<file path="src/rtl/uart_arb_pkg.sv">
`default_nettype none
// ============================================================================
// Module      : uart_arb_pkg
// Description : Shared types and constants for the UART word arbiter slice.
//               State encoding, word/counter widths and a constant clog2
//               helper used to size grant indices.
// Revision    : 1.0  initial release
// ============================================================================
package uart_arb_pkg;

    typedef enum logic [1:0] {
        IDLE      = 2'd0,
        ISSUE     = 2'd1,
        WAIT_DONE = 2'd2
    } arb_state_t;

    localparam int WORD_W      = 32;
    localparam int BURST_CNT_W = 4;
    localparam int TMO_CNT_W   = 16;

    // Ceiling log2; returns 0 for value <= 1.
    function automatic int clog2(input int value);
        int r;
        int v;
        r = 0;
        v = value - 1;
        while (v > 0) begin
            r = r + 1;
            v = v >> 1;
        end
        return r;
    endfunction

endpackage
`default_nettype wire

</file>
<file path="src/rtl/rr_priority_picker.sv">
`default_nettype none
// ============================================================================
// Module      : rr_priority_picker
// Description : Combinational round-robin picker. Searches the request
//               vector starting one past the last grant, wrapping around,
//               and reports the first set bit.
// Ports       : i_req        - request vector
//               i_last_grant - index of the previous grant
//               o_any_req    - at least one request is set
//               o_winner     - index of the selected requester
// Revision    : 1.0  initial release
// ============================================================================
module rr_priority_picker #(
    parameter int NUM_REQ = 4,
    parameter int IDX_W   = 2
) (
    input  logic [NUM_REQ-1:0] i_req,
    input  logic [IDX_W-1:0]   i_last_grant,
    output logic               o_any_req,
    output logic [IDX_W-1:0]   o_winner
);

    logic [IDX_W-1:0] w_idx;
    logic             w_found;

    assign o_any_req = |i_req;

    // k runs 1..NUM_REQ so the last grant itself is considered last.
    always_comb begin
        o_winner = '0;
        w_idx    = '0;
        w_found  = 1'b0;
        for (int k = 1; k <= NUM_REQ; k++) begin
            w_idx = IDX_W'((int'(i_last_grant) + k) % NUM_REQ);
            if (!w_found && i_req[w_idx]) begin
                o_winner = w_idx;
                w_found  = 1'b1;
            end
        end
    end

endmodule
`default_nettype wire

</file>
<file path="src/rtl/uart_word_arbiter.sv">
`default_nettype none
// ============================================================================
// Module      : uart_word_arbiter
// Description : Round-robin arbiter sharing one 32-bit word UART serializer
//               between NUM_REQ producers, with bursts of up to BURST_LEN
//               words per grant. One word is in flight at a time; the
//               serializer's word-done pulse triggers the next decision.
//               Optional watchdog: define UART_ARB_TIMEOUT_EN to abort a
//               grant after TIMEOUT_CYCLES cycles without word-done.
// Ports       : clk, reset (sync, active high)
//               req/req_data   - producer levels and flat word bus
//               req_ack        - one-cycle "word taken" pulse per producer
//               grant_id       - current or last granted index
//               busy           - arbiter not idle
//               ser_en/ser_data- one-cycle word strobe to the serializer
//               ser_word_done  - serializer finished the word
//               timeout_err    - watchdog abort pulse (0 when not built)
// Revision    : 1.0  initial release
// ============================================================================
module uart_word_arbiter
    import uart_arb_pkg::*;
#(
    parameter int NUM_REQ        = 4,
    parameter int BURST_LEN      = 4,
    parameter int TIMEOUT_CYCLES = 65535
) (
    input  logic                        clk,
    input  logic                        reset,
    input  logic [NUM_REQ-1:0]          req,
    input  logic [WORD_W*NUM_REQ-1:0]   req_data,
    output logic [NUM_REQ-1:0]          req_ack,
    output logic [clog2(NUM_REQ)-1:0]   grant_id,
    output logic                        busy,
    output logic                        ser_en,
    output logic [WORD_W-1:0]           ser_data,
    input  logic                        ser_word_done,
    output logic                        timeout_err
);

    localparam int GNT_W = clog2(NUM_REQ);

    if (NUM_REQ < 2 || NUM_REQ > 8 || BURST_LEN < 1 || BURST_LEN > 15 ||
        TIMEOUT_CYCLES < 1 || TIMEOUT_CYCLES > 65536) begin : g_param_check
        $error("uart_word_arbiter: parameter out of range");
    end

    arb_state_t              r_state, w_state_nxt;
    logic [GNT_W-1:0]        r_grant, w_grant_nxt;
    logic [GNT_W-1:0]        r_last_grant, w_last_nxt;
    logic [BURST_CNT_W-1:0]  r_burst_cnt, w_burst_nxt;
    logic [NUM_REQ-1:0]      r_req_ack, w_ack_nxt;
    logic                    r_ser_en, w_en_nxt;
    logic [WORD_W-1:0]       r_ser_data, w_data_nxt;
    logic                    r_busy;
    logic                    r_timeout_err, w_tmo_err_nxt;

    logic                    w_any_req;
    logic [GNT_W-1:0]        w_winner;
    logic [WORD_W-1:0]       w_gnt_word;
    logic                    w_gnt_req;
    logic                    w_tmo_hit;

    rr_priority_picker #(
        .NUM_REQ (NUM_REQ),
        .IDX_W   (GNT_W)
    ) u_picker (
        .i_req        (req),
        .i_last_grant (r_last_grant),
        .o_any_req    (w_any_req),
        .o_winner     (w_winner)
    );

    assign w_gnt_req = req[r_grant];

    always_comb begin
        w_gnt_word = '0;
        for (int i = 0; i < NUM_REQ; i++) begin
            if (r_grant == GNT_W'(i)) begin
                w_gnt_word = req_data[i*WORD_W +: WORD_W];
            end
        end
    end

`ifdef UART_ARB_TIMEOUT_EN
    // Held at zero outside WAIT_DONE, so it restarts on every entry.
    logic [TMO_CNT_W-1:0] r_tmo_cnt;

    always_ff @(posedge clk) begin
        if (reset || r_state != WAIT_DONE) begin
            r_tmo_cnt <= '0;
        end else begin
            r_tmo_cnt <= r_tmo_cnt + TMO_CNT_W'(1);
        end
    end

    assign w_tmo_hit = (r_state == WAIT_DONE) &&
                       (r_tmo_cnt == TMO_CNT_W'(TIMEOUT_CYCLES - 1));
`else
    assign w_tmo_hit = 1'b0;
`endif

    always_comb begin
        w_state_nxt   = r_state;
        w_grant_nxt   = r_grant;
        w_last_nxt    = r_last_grant;
        w_burst_nxt   = r_burst_cnt;
        w_ack_nxt     = '0;
        w_en_nxt      = 1'b0;
        w_data_nxt    = r_ser_data;
        w_tmo_err_nxt = 1'b0;
        case (r_state)
            IDLE: begin
                if (w_any_req) begin
                    w_grant_nxt = w_winner;
                    w_state_nxt = ISSUE;
                end
            end
            ISSUE: begin
                if (!w_gnt_req) begin
                    // Producer withdrew before the word was taken.
                    w_state_nxt = IDLE;
                    w_last_nxt  = r_grant;
                    w_burst_nxt = '0;
                end else begin
                    w_en_nxt            = 1'b1;
                    w_data_nxt          = w_gnt_word;
                    w_ack_nxt[r_grant]  = 1'b1;
                    w_burst_nxt         = r_burst_cnt + BURST_CNT_W'(1);
                    w_state_nxt         = WAIT_DONE;
                end
            end
            WAIT_DONE: begin
                // Done takes precedence over a watchdog hit in the same cycle.
                if (ser_word_done) begin
                    if (w_gnt_req && (r_burst_cnt < BURST_CNT_W'(BURST_LEN))) begin
                        w_state_nxt = ISSUE;
                    end else begin
                        w_state_nxt = IDLE;
                        w_last_nxt  = r_grant;
                        w_burst_nxt = '0;
                    end
                end else if (w_tmo_hit) begin
                    w_tmo_err_nxt = 1'b1;
                    w_state_nxt   = IDLE;
                    w_last_nxt    = r_grant;
                    w_burst_nxt   = '0;
                end
            end
            default: begin
                w_state_nxt = IDLE;
            end
        endcase
    end

    always_ff @(posedge clk) begin
        if (reset) begin
            r_state       <= IDLE;
            r_grant       <= '0;
            r_last_grant  <= GNT_W'(NUM_REQ - 1);
            r_burst_cnt   <= '0;
            r_req_ack     <= '0;
            r_ser_en      <= 1'b0;
            r_ser_data    <= '0;
            r_busy        <= 1'b0;
            r_timeout_err <= 1'b0;
        end else begin
            r_state       <= w_state_nxt;
            r_grant       <= w_grant_nxt;
            r_last_grant  <= w_last_nxt;
            r_burst_cnt   <= w_burst_nxt;
            r_req_ack     <= w_ack_nxt;
            r_ser_en      <= w_en_nxt;
            r_ser_data    <= w_data_nxt;
            r_busy        <= (w_state_nxt != IDLE);
            r_timeout_err <= w_tmo_err_nxt;
        end
    end

    assign req_ack     = r_req_ack;
    assign grant_id    = r_grant;
    assign busy        = r_busy;
    assign ser_en      = r_ser_en;
    assign ser_data    = r_ser_data;
    assign timeout_err = r_timeout_err;

endmodule
`default_nettype wire

</file>
<file path="config.mk">
export PLATFORM = sky130hd
export DESIGN_NAME = uart_word_arbiter
export DESIGN_NICKNAME = d
export VERILOG_FILES = /design/src/rtl/uart_arb_pkg.sv /design/src/rtl/rr_priority_picker.sv /design/src/rtl/uart_word_arbiter.sv
export SDC_FILE = /design/constraint.sdc
export NUM_CORES = 1
export LEC_CHECK = 0
export ABC_AREA = 1
export BUFFER_PORTS_ARGS = -buffer_cell sky130_fd_sc_hd__clkbuf_2
export CELL_PAD_IN_SITES_DETAIL_PLACEMENT = 1
export CELL_PAD_IN_SITES_GLOBAL_PLACEMENT = 1
export CORE_ASPECT_RATIO = 1.1
export CORE_UTILIZATION = 26
export DETAILED_ROUTE_END_ITERATION = 7
export PLACE_DENSITY = 0.86
export SLEW_MARGIN = 30
export SYNTH_ARGS = -nofsm -noshare
export SYNTH_HDL_FRONTEND = slang
export SYNTH_HIERARCHICAL = 1
export SYNTH_SLANG_ARGS = --single-unit
</file>
<file path="constraint.sdc">
create_clock -name clk -period 1.2 [get_ports clk]
set_input_delay 0.06 -clock clk [delete_from_list [all_inputs] [get_ports clk]]
set_output_delay 0.06 -clock clk [all_outputs]
set_load 0.05 [all_outputs]
</file>
==> results of run 1 <==
kinds of logic after synthesis:
| kind of cell | synth area share |
|---|---|
| AND/OR/NAND/NOR | 0.4234 |
| adder cells (fa/ha/maj) | 0.004387 |
| flip-flops | 0.3370 |
| AO/OA/AOI/OAI | 0.1466 |
| other | 0.001315 |
| buffers and inverters | 0.08118 |
| XOR/XNOR | 0.006144 |
final timing paths:
check,endpoint,startpoint,slack (ps),cells past startpoint
setup / recovery,grant_id[0]$_SDFFE_PP0P_,r_last_grant[0]$_SDFFE_PP1P_,-260,11
hold / removal,ser_data[13]$_SDFFE_PP0P_,req_data[109],30,3
setup reg to reg,grant_id[0]$_SDFFE_PP0P_,r_last_grant[0]$_SDFFE_PP1P_,-260,11
hold reg to reg,ser_data[21]$_SDFFE_PP0P_,ser_data[21]$_SDFFE_PP0P_,480,2
timing repair:
item                       CTS  global route
hold buffers                 0             0
setup endpoints to repair   46            48
setup buffers                4             9
cloned                       6             5
pin swaps                   21            27
resized for setup           69            37
stage by stage:
step	util	setup slack, ps	power (mW)
after floorplan	-	-91.96	5.035
after global placement	0.3948	-170.3	6.418
after detailed placement	0.3948	-236.9	6.622
after CTS	0.4425	-206.6	8.708
after global routing	0.4704	-342.7	9.937
final	0.4704	-262.5	9.430
per-layer routing:
| metal | vias up | part of all wire |
|---|---|---|
| li1 | 1869 | - |
| met3 | 38 | 0.052 |
| met1 | 1853 | 0.38 |
| met2 | 156 | 0.54 |
| met5 | - | 0 |
| met4 | 0 | 0.033 |
final cells by class:
cell class / count / area share
clock inverters: 3 / 0.009336
flip-flops and latches: 48 / 0.1963
multi-input cells: 327 / 0.4010
repair buffers: 229 / 0.2935
repair inverters: 7 / 0.01867
inverters: 19 / 0.01993
clock buffers: 5 / 0.02523
well taps: 143 / 0.03608
worst max-delay path, delay by kind of cell (launching register included):
| kind | cells | cell delay, ps |
|---|---|---|
| AO/OA/AOI/OAI | 2 | 190 |
| buffers and inverters | 2 | 200 |
| flip-flops | 1 | 330 |
| AND/OR/NAND/NOR | 7 | 620 |
layout by cell type, fill, tap and decap left out, drive strengths merged:
master,synthesis,final
buf,20,54
nor3,3,3
inv,19,27
xnor2,1,1
xor2,1,1
ha,1,1
nor2,16,16
clkbuf,8,180
nand3,101,101
clkinvlp,0,1
a221oi,11,11
conb,1,1
nand2,121,122
a21oi,27,27
bufinv,0,1
nand4,2,2
o21ai,36,36
dfxtp,48,48
nand3b,1,1
or2,3,3
a31oi,1,1
power by group:
group	total [mW]	leakage (nW)	internal, mW	switching [mW]
registers	2.07	0.392	1.86	0.214
logic	5.73	2.03	2.23	3.49
clock network	1.63	0.0804	0.991	0.639
flip-flops by register name, summed over array words and instances, names as in the netlist:
name,flops
busy,1
r_burst_cnt,4
req_ack,4
grant_id,2
ser_data,32
ser_en,1
r_state,2
r_last_grant,2
==> results, run 1 <==
- Of all nets on the critical path, the largest fanout is 7.
- The smallest clock period supported by the final layout is computed as 1463 ps.
- The first TritonRoute pass finished after 4 iterations.
- The async set or reset register ratio after synthesis is 0.
- Setup violations remaining at the end of the flow were counted as 47.
- The initial antenna violation count was 0.
- The largest single stage delay on the critical path is 330 ps.
- The floorplan has 39 rows.
- The final cell count without fillers is 781.
- The critical path's slowest cell is sky130_fd_sc_hd__dfxtp_2.
- The core region is 10540 µm².
- After clock tree synthesis, the clock-pin slew on the worst setup and hold paths is 70 ps.
- The initial standard-cell utilization of the core is 0.2705.
- For this run, global-route usage on met1 was measured as 0.2564.
- Clock latency on the worst-skew pair, taken at its later pin, is 290 ps.
- The maximum buffer depth of the clock tree is 2.
- Of the cells placed in the final design, the portion with a size suffix greater than 1 is 0.5455.
- Once layout is done, the placed cells without fillers occupy 4959 µm².
- After synthesis the cells add up to around 2900 µm².
- Summing all multi-input logic gate instances after layout gives 1988 µm².
- For this run, the leading register cell type out of synthesis is sky130_fd_sc_hd__dfxtp_1.
- Across all setup checks in the final design, the least slack found is -262.5 ps.
- Yosys mapped a number of flops with a built-in enable equal to 0.
- The synthesis-to-finish area growth is 73.89%.
- The CTS tree is done.
- The met3 routing resource usage after global routing is 0.04269.
- 0 antenna diodes ended up in the layout.
- In the finished design, the share of the clock period the worst path needs comes to 1.219.
- The category of the worst setup path launch point is a register.
- The detailed router finished its first iteration with 93 violations.
- A synthesized cell averages 6.773 µm².
- The filler cells instantiated in the layout total 1389.
- The total number of yosys warnings is 6.
- Across the VDD grid, the largest voltage drop is 0.0009193 V.
- By instance count, the cell type seen most on the critical path is sky130_fd_sc_hd__nand2_2.
- The critical path required time is 1380 ps.
- The total of buffers placed on input and output ports is around 170.
- The cell area after placement is between 4000 and 5000 µm².
- The number of unique standard cell types used by synthesis is 31.
- The count of unresolved DRC violations after routing is 0.
- The post-detailed-route count of antenna-violating nets is 0.
- Entering global routing, the biggest net connects 42 pins.
- Summed over all instances, the cell type with the most area after synthesis is sky130_fd_sc_hd__dfxtp_1.
- The final setup skew is approximately 7.6 ps.
- The run finished, with violations left.
- The clock sink total is 48.
- The placer's final routability congestion estimate is 0.8758.
- In the routed layout, each cell is associated on average with a via count of between 5 and 6.
- Dividing the detail-routed wire length by the instance count gives about 18 µm.
- The critical path in this run is classified as reg -> reg.
- The leakage dissipation is 2.498 nW.
- In this run, CTS created clock tree buffers numbering 5.
- The dominant cell by count in the synthesized netlist is sky130_fd_sc_hd__nand2_1.
- Across all layers, the routed design uses 3916 vias.
- The met2 usage is 0.4410.
- The count of H-tree levels built during CTS is 2.
- The global-route wire length before repair is 20.76 mm.
- Setup repair after global routing could not meet its margin everywhere.
- After synthesis the netlist holds a flip-flop and latch count of 48.
- The number of global-route vias before repair came to 4161.
- Across the run, the number of max-cap violations was 0.
- The die covers roughly 11000 µm².
- The total negative slack for setup checks is -9134 ps.
- The all-layer global routing usage is 0.2385.
- The layout net count is 773.
- The cell at the root of the clock tree is sky130_fd_sc_hd__clkbuf_16.
- Global routing finished with a remaining overflow of 0.
- The sequential cell area fraction in the yosys report is 0.3370.
- By area the synthesized netlist is led by sky130_fd_sc_hd__dfxtp_1, sky130_fd_sc_hd__nand3_1, sky130_fd_sc_hd__nand2_1.
- The min-delay analysis places its worst path in the category in -> reg.
- The final max-slew violation count is 0.
- The layer carrying the most global-route usage is met2.
- The die width is 101.9 µm.
- The I/O pin count is 176.
- Traced cell by cell, the critical path runs through buf_6, inv_8, nand2_2, nand2_2, nand2_2, nand2_4, nand4_1, nand3_2, nand2_1, o21ai_1, a21oi_1.
- The portion of synthesized cell area occupied by the leading cell type is 0.3370.
- The net count of the mapped netlist is roughly 560.
- STA puts the critical path data arrival time at 1640 ps.
- Static timing analysis puts the maximum clock frequency at 0.6837 GHz.
- After detailed routing, the total wire length is 13.98 mm.
- The checks that failed: negative setup slack.
- STA classifies the critical path endpoint as a register.
- The HPWL after detailed placement is 9.592 mm.
- The power per standard cell area is between 1500 and 2000 nW/µm².
- In this run the vertical extent of the chip is approximately 110 µm.
- The number of hold violations in the final report came to 0.
- The final hold slack is roughly 29 ps.
- After technology mapping, the gate count stands at ~420.
- The commonest cells after synthesis are sky130_fd_sc_hd__nand2_1, sky130_fd_sc_hd__nand3_1, sky130_fd_sc_hd__dfxtp_1.
- After detailed placement, the design holds a cell count of 750.
- Registers take approximately 1000 µm².
Note: power is estimated with default switching activity, not from simulation.
==> inputs of run 2 (changes only) <==
Settings changed: CORE_UTILIZATION 26 to 31, PLACE_DENSITY 0.86 to 0.95.
Clock period 1.2 ns to 1.8 ns, I/O delays scaled along.
==> run 2 against run 1 <==
  * The run now ends clean
  * Sequential share of layout area is 4.7 points higher
  * Non-clock buffer count is 42 lower
  * Via count is 7.5% lower
  * Sequential cell count stayed put
  * Combinational power is 54% lower
  * Critical endpoint is now ser_data[24]$_SDFFE_PP0P_
==> results, run 2 (synthesis gave the netlist of run 1 again) <==
- TritonCTS built the clock tree.
- The mean number of vias per cell came to 5.161 (+2.9%).
- The critical path required time is 1980 ps (+600 ps).
- The count of standard-cell rows was 36 (-7.7%).
- The total of buffers placed on input and output ports is 174 (unchanged).
- The total of hold buffers inserted after clock tree synthesis was 0 (unchanged).
- The clock sink total is 48 (unchanged).
- The maximum buffer depth of the clock tree is 2 (unchanged).
- The initial antenna violation count came to 0 (unchanged).
- The wire length per cell is 16.12 µm (-9.9%).
- The setup slack on the worst flop-to-flop path was 140 ps (+400 ps).
- The total buffers and inverters traversed by the critical path came to 4 (+2).
- The die extent in y came to 102.6 µm (-8.3%).
- In this run the critical register-to-register path is launched from grant_id[0]$_SDFFE_PP0P_.
- Compared with the post-synthesis result, the final layout area differs by 38.88%.
- The post-detailed-route count of antenna-violating nets came to 0 (unchanged).
- The net switching share of the total power was 0.4831 (+0.02227).
- The initial standard-cell utilization of the core is 0.3213 (+0.05081).
- The count of cells along the worst hold path is 2 (-1).
- The placer's final routability congestion estimate is 0.8808 (+0.57%).
- The layout net count was 723 (-6.5%).
- The cell occurring most often along the worst timing path is sky130_fd_sc_hd__buf_4.
- The final period demand of the worst path is 1660 ps (+197.6 ps).
- Leaving out fill and tap cells, the most frequent cell in the layout is sky130_fd_sc_hd__clkbuf_2.
- The pin count of the biggest net entering global routing is 38 (-9.5%).
- The die width is 93.45 µm (-8.3%).
- The switching power of the nets is 2.321 mW (-47%).
- The all-layer global routing usage is 0.2397 (+0.001239).
- The post-placement setup slack was -25.40 ps (+211.5 ps).
- The count of unresolved DRC violations after routing was 0 (unchanged).
- The leakage dissipation is 2.048 nW (-18%).
- The number of design-rule violations left by the first detailed-router iteration was 111 (+19%).
- The insertion delay to the later sink of the worst-skew pair is 300 ps (about the same).
- The final clock period utilization by the worst path is 0.9223 (-0.2965).
- Leaving out fill and tap cells, the most frequent cells in the layout are sky130_fd_sc_hd__clkbuf_2, sky130_fd_sc_hd__nand2_1, sky130_fd_sc_hd__nand3_1, sky130_fd_sc_hd__dfxtp_1, sky130_fd_sc_hd__a21oi_1.
- The actual transition at the worst max-transition pin is 600.5 ps.
- The count of H-tree levels built during CTS was 2 (unchanged).
- The total power consumption of the routed design is 4.805 mW (-49%).
- The final setup skew was 8.808 ps (+1.202 ps).
- The number of cells on the critical path is 7 (-4).
- Setup repair after global routing left no endpoint under its margin.
- The maximum vdd ir drop is 0.0004213 V (-54%).
- The I/O pin count is 176 (unchanged).
- The proportion of power drawn by the clock network is 0.163 (-0.010).
- The placeable core area came to 8874 µm² (-16%).
- The flip-flop count of the largest register after layout is 32 (unchanged).
- The kind of cell adding the most delay to the critical path is buffers and inverters.
- The critical path goes through buf_4, buf_6, nand2_1, inv_1, buf_4, a221oi_1, o21ai_1.
- The number of inserted diodes came to 0 (unchanged).
- CTS placed an instance of sky130_fd_sc_hd__clkbuf_8 at the clock tree root.
- The HPWL after detailed placement came to 8.972 mm (-6.5%).
- The final max-slew violation count came to 0 (unchanged).
- The total of endpoints with negative setup slack in the final report came to 0 (-100%).
- The worst setup path endpoint is ser_data[24]$_SDFFE_PP0P_.
- The die footprint is 9587 µm² (-16%).
- The capture point of the worst reg-to-reg path is ser_data[24]$_SDFFE_PP0P_.
- The achievable clock frequency is 0.6024 GHz (-12%).
- The launching element of the worst setup path is grant_id[0]$_SDFFE_PP0P_.
- The number of global-route vias before repair came to 3771 (-9.4%).
- The power per standard cell area is 1213 nW/µm² (-36%).
- The part of the total power dissipated in combinational logic is 0.553 (-0.054).
- The flow ran to the end, and the final reports show no timing, DRC or antenna violations.
- The share of power burned in registers is 0.284 (+0.064).
- The final routed wirelength across all metal layers is 11.32 mm (-19%).
- The global-route wire length before repair is 17.89 mm (-14%).
- The share of post-route cells with drive strength above 1 is 0.3929 (-0.1526).
- The worst reg2reg path depth is 7 (-4).
- The highest net fanout along the worst path was 37 (+30).
- The data arrival time of the critical path is 1840 ps (+200 ps).
- The number of buffers created by CTS is 5 (unchanged).
- The category of the worst setup path launch point is a register.
- STA classifies the critical path endpoint as a register.
- The number of maximum-capacitance constraint violations is 0 (unchanged).
- The stage delay of the slowest cell on the critical path was 340 ps (about the same).
- The internal power of the cells is 2.484 mW (-51%).
- The worst path setup slack after routing came to 139.8 ps (+402.4 ps).
- The number of hold violations in the final report is 0 (unchanged).
- The remaining global-route overflow is 0 (unchanged).
- The number of vias after detailed routing is 3623 (-7.5%).
- The iteration count of the initial detailed-routing pass is 4 (unchanged).
- The worst hold path belongs to the class in -> reg.
- The tightest slew margin relative to the limit is 0.5987.
- The clock transition at the registers of the reported paths was 90 ps (+20 ps).
- The setup path with the least slack is of type reg -> reg.
- On the critical path, the stage with the largest delay is an instance of sky130_fd_sc_hd__dfxtp_2.
==> run 2: changes by cell type in the layout (fill, tap and decap cells not counted), sizes merged <==
cell	delta
clkinv	+1
inv	-8
clkbuf	-1
buf	-41
nand2	-1
==> run 2: final cells by class <==
| type | instances | area (µm²) |
|---|---|---|
| sequential | 48 | 963.4 |
| inverter | 19 | 78.83 |
| timing repair buffer | 187 | 997.2 |
| clock buffer | 5 | 68.82 |
| multi-input combinational | 326 | 1667 |
| fill | 1189 | 4913 |
| clock inverter | 3 | 42.54 |
| tap | 114 | 142.6 |
==> run 2: worst reg2reg max path, stage by stage (launching register included) <==
cell	delay [ps]
sky130_fd_sc_hd__dfxtp_2	340
sky130_fd_sc_hd__buf_4	150
sky130_fd_sc_hd__buf_6	210
sky130_fd_sc_hd__nand2_1	130
sky130_fd_sc_hd__inv_1	90
sky130_fd_sc_hd__buf_4	180
sky130_fd_sc_hd__a221oi_1	330
sky130_fd_sc_hd__o21ai_1	110
==> run 2: what timing repair did <==
item	CTS	global route
buffers inserted	0	0
gates resized for setup	2	2
setup endpoints to repair	10	17
==> run 2: worst min path at each step <==
stage               start                end  slack [ps]
finish              reset  ser_en$_SDFF_PP0_          30
global route        reset  ser_en$_SDFF_PP0_          20
CTS                 reset  ser_en$_SDFF_PP0_          20
detailed placement  reset  ser_en$_SDFF_PP0_         340
global placement    reset  ser_en$_SDFF_PP0_         330
floorplan           reset  ser_en$_SDFF_PP0_         160
==> run 2: per-layer routing <==
layer	vias to the layer above	wire length, µm	global-route usage
met2	141	5984	0.4593
met1	1695	4459	0.2587
met4	0	338	0.1065
li1	1759	-	-
met5	-	0	0
met3	28	534	0.03909
==> run 2: power by group through the flow <==
stage               logic [mW]  clock network, mW  registers, mW
floorplan                 1.46                  0           1.80
global placement          2.53                  0           1.37
global route              2.90              0.850           1.38
finish                    2.66              0.782           1.36
detailed placement        2.65                  0           1.38
CTS                       2.66              0.804           1.36
==> run 2: stage by stage <==
step	instances	cell area (µm²)	hold slack (ps)	setup TNS, ps	utilization
2_1_floorplan	421	2851	162.1	0	-
3_3_place_gp	694	3836	334.8	0	0.4323
3_5_place_dp	694	3836	339.7	-75.49	0.4323
4_1_cts	702	3955	23.17	0	0.4457
5_1_grt	702	3960	20.23	0	0.4463
6_report	702	3960	26.80	0	0.4463
==> inputs of run 3 (changes only) <==
Settings changed: CORE_UTILIZATION 31 to 30, CTS_BUF_LIST set to sky130_fd_sc_hd__clkbuf_8, PLACE_DENSITY 0.95 to 0.93.
==> run 3 against run 2 <==
  * Sequential cell count is the same
  * Non-clock buffer count shrank 1
  * Routed wire length shrank 6.8%
  * Hold slack gained 2.5 ps
  * Final cell count shrank 0.14%
  * Clock power is essentially flat
  * Via count shrank 2.4%
  * Global-route usage shrank 1.7 points
  * Core utilization shrank 0.75 points
  * Sequential power is essentially flat
  * Combinational power shrank 2%
  * Die area grew 3.3%
==> results, run 3 (synthesis gave the netlist of run 1 again) <==
- The actual transition at the worst max-transition pin came to 654.9 ps (+54.36 ps).
- The insertion delay to the later sink of the worst-skew pair is 300 ps (about the same).
- The total buffers and inverters traversed by the critical path is 4 (unchanged).
- The data arrival time of the critical path came to 1870 ps (+30 ps).
- The wire length per cell is 15.05 µm (-6.7%).
- The count of unresolved DRC violations after routing came to 0 (unchanged).
- The clock transition at the registers of the reported paths is 90 ps (about the same).
- The total of endpoints with negative setup slack in the final report came to 0 (unchanged).
- The number of placed instances with taps included is 693 (-0.14%).
- The stage delay of the slowest cell on the critical path is 350 ps (about the same).
- The maximum buffer depth of the clock tree came to 2 (unchanged).
- The number of cells on the critical path was 11 (+4).
- STA classifies the critical path endpoint as a register.
- The pin count of the biggest net entering global routing is 33 (-13%).
- The die extent in y came to 104.3 µm (+1.6%).
- The cell family contributing the most delay on the critical path is simple AND/OR/NAND/NOR gates.
- The leakage dissipation is 2.045 nW (-0.17%).
- The placeable core area was 9054 µm² (+2.0%).
- The placer's final routability congestion estimate is 0.8903 (+1.1%).
- The number of vias after detailed routing is 3537 (-2.4%).
- The die width is 94.96 µm (+1.6%).
- The maximum vdd ir drop came to 0.0004192 V (-0.48%).
- The die footprint came to 9899 µm² (+3.3%).
- In this run the clock root is driven by a sky130_fd_sc_hd__clkbuf_8.
- The final period demand of the worst path is 1646 ps (-14.48 ps).
- The number of inserted diodes is 0 (unchanged).
- The final setup skew is 5.339 ps (-3.469 ps).
- The classification of the worst-slack hold path is in -> reg.
- TritonCTS built the clock tree.
- The flow ran to the end, and the final reports show no timing, DRC or antenna violations.
- The flip-flop count of the largest register after layout is 32 (unchanged).
- The total of buffers placed on input and output ports is 174 (unchanged).
- The initial standard-cell utilization of the core is 0.3150 (-0.006395).
- The HPWL after detailed placement is 8.574 mm (-4.4%).
- In the layout the commonest cells are sky130_fd_sc_hd__clkbuf_2, sky130_fd_sc_hd__nand2_1, sky130_fd_sc_hd__nand3_1, sky130_fd_sc_hd__dfxtp_1.
- The category of the worst setup path launch point is a register.
- The number of global-route vias before repair is 3720 (-1.4%).
- The final routed wirelength across all metal layers is 10.55 mm (-6.8%).
- The clock sink total is 48 (unchanged).
- The mean number of vias per cell is 5.046 (-2.2%).
- The count of standard-cell rows is 36 (unchanged).
- The classification of the worst setup path is reg -> reg.
- The setup fix buffers added after clock tree synthesis is 0 (unchanged).
- The worst path setup slack after routing is 154.3 ps (+14.48 ps).
- The count of H-tree levels built during CTS is 2 (unchanged).
- The remaining global-route overflow is 0 (unchanged).
- The area growth from synthesis to layout is 39.32%.
- The post-detailed-route count of antenna-violating nets was 0 (unchanged).
- The I/O pin count came to 176 (unchanged).
- In this run the critical register-to-register path is launched from grant_id[0]$_SDFFE_PP0P_.
- Leaving out fill and tap cells, the most frequent cell in the layout is sky130_fd_sc_hd__clkbuf_2.
- The worst setup path endpoint is ser_data[6]$_SDFFE_PP0P_.
- The signal on the critical path passes through buf_8, inv_2, nand2_1, nand2_1, nand2_2, nand2_4, nand2_4, nor2_4, inv_2, buf_8, o21ai_0.
- The all-layer global routing usage is 0.2232 (-0.01652).
- Setup repair after global routing left no endpoint under its margin.
- The critical path required time is 2030 ps (+50 ps).
- The number of hold violations in the final report is 0 (unchanged).
- The highest net fanout along the worst path was 25 (-32%).
- The critical path starts at grant_id[0]$_SDFFE_PP0P_.
- The final max-slew violation count is 0 (unchanged).
- The final cell count without fillers was 701 (-0.14%).
- Among all stages on the critical path, the largest delay is contributed by sky130_fd_sc_hd__dfxtp_2.
- The iteration count of the initial detailed-routing pass is 4 (unchanged).
- The tightest slew margin relative to the limit was 0.5624 (-0.03633).
- The share of post-route cells with drive strength above 1 was 0.3918 (-0.001034).
- The initial antenna violation count is 0 (unchanged).
- The number of buffers created by CTS is 5 (unchanged).
- The final clock period utilization by the worst path came to 0.9143 (-0.008047).
- The capture point of the worst reg-to-reg path is ser_data[6]$_SDFFE_PP0P_.
- The post-placement setup slack is 9.749 ps (+35.15 ps).
- The number of design-rule violations left by the first detailed-router iteration was 105 (-5.4%).
- The global-route wire length before repair is 17.48 mm (-2.3%).
- The final hold slack is 29.26 ps (+2.461 ps).
- The setup slack on the worst flop-to-flop path is 150 ps (about the same).
- The total of fill cells in the finished design was 1214 (+2.1%).
- The count of cells along the worst hold path is 2 (unchanged).
- The power per standard cell area was 1201 nW/µm² (-1.0%).
- The number of maximum-capacitance constraint violations was 0 (unchanged).
- The layout net count came to 722 (-0.14%).
- The worst reg2reg path depth is 11 (+4).
- The achievable clock frequency is 0.6077 GHz (+0.88%).
- The total negative slack for setup checks is 0 ps (unchanged).
[run 3: area by class of cell]
type                    count  area [µm²]  share of cell area
clock buffers               5       68.82             0.01732
well taps                 114       142.6             0.03591
inverters                  19       78.83             0.01984
flip-flops and latches     48       963.4              0.2425
multi-input cells         326        1672              0.4208
repair buffers            186        1005              0.2529
clock inverters             3       42.54             0.01071
[run 3: metrics by stage]
stage	utilization	total power, mW	cell area (µm²)
final	0.4388	4.772	3973
after detailed placement	0.4234	3.994	3834
after floorplan	-	3.257	2851
after global routing	0.4388	5.118	3973
after CTS	0.4362	4.779	3949
after global placement	0.4229	3.881	3829
[run 3: worst register-to-register path, cell delays in order (launching register included)]
cell and delay [ps]:
sky130_fd_sc_hd__dfxtp_2 350, sky130_fd_sc_hd__buf_8 160, sky130_fd_sc_hd__inv_2 90, sky130_fd_sc_hd__nand2_1 70, sky130_fd_sc_hd__nand2_1 90, sky130_fd_sc_hd__nand2_2 70, sky130_fd_sc_hd__nand2_4 90, sky130_fd_sc_hd__nand2_4 120
sky130_fd_sc_hd__nor2_4 130, sky130_fd_sc_hd__inv_2 50, sky130_fd_sc_hd__buf_8 160, sky130_fd_sc_hd__o21ai_0 190
[run 3: where the power goes]
| group | leakage, nW | internal, mW | total [mW] | switching [mW] |
|---|---|---|---|---|
| logic | 1.60 | 0.843 | 2.62 | 1.78 |
| clock network | 0.0541 | 0.411 | 0.784 | 0.373 |
| registers | 0.391 | 1.23 | 1.37 | 0.138 |
[run 3: timing repair]
item                                    in CTS  in global routing
gates cloned                                 0                  0
resized for setup                            1                  9
hold buffers                                 0                  0
endpoints found under the setup margin       2                 37
pin swaps                                    0                  0
[run 3: how the worst min path moves through the flow]
stage	startpoint	to
final	reset	ser_en$_SDFF_PP0_
after global routing	reset	ser_en$_SDFF_PP0_
after CTS	reset	ser_en$_SDFF_PP0_
after detailed placement	reset	ser_en$_SDFF_PP0_
after global placement	reset	ser_en$_SDFF_PP0_
after floorplan	reset	ser_en$_SDFF_PP0_
[run 3: routing by layer]
layer	track usage	up-vias	share of wire
met5	0	-	0
met1	0.2475	1623	0.38
li1	-	1766	-
met2	0.4106	125	0.54
met4	0.08009	0	0.028
met3	0.04313	23	0.058
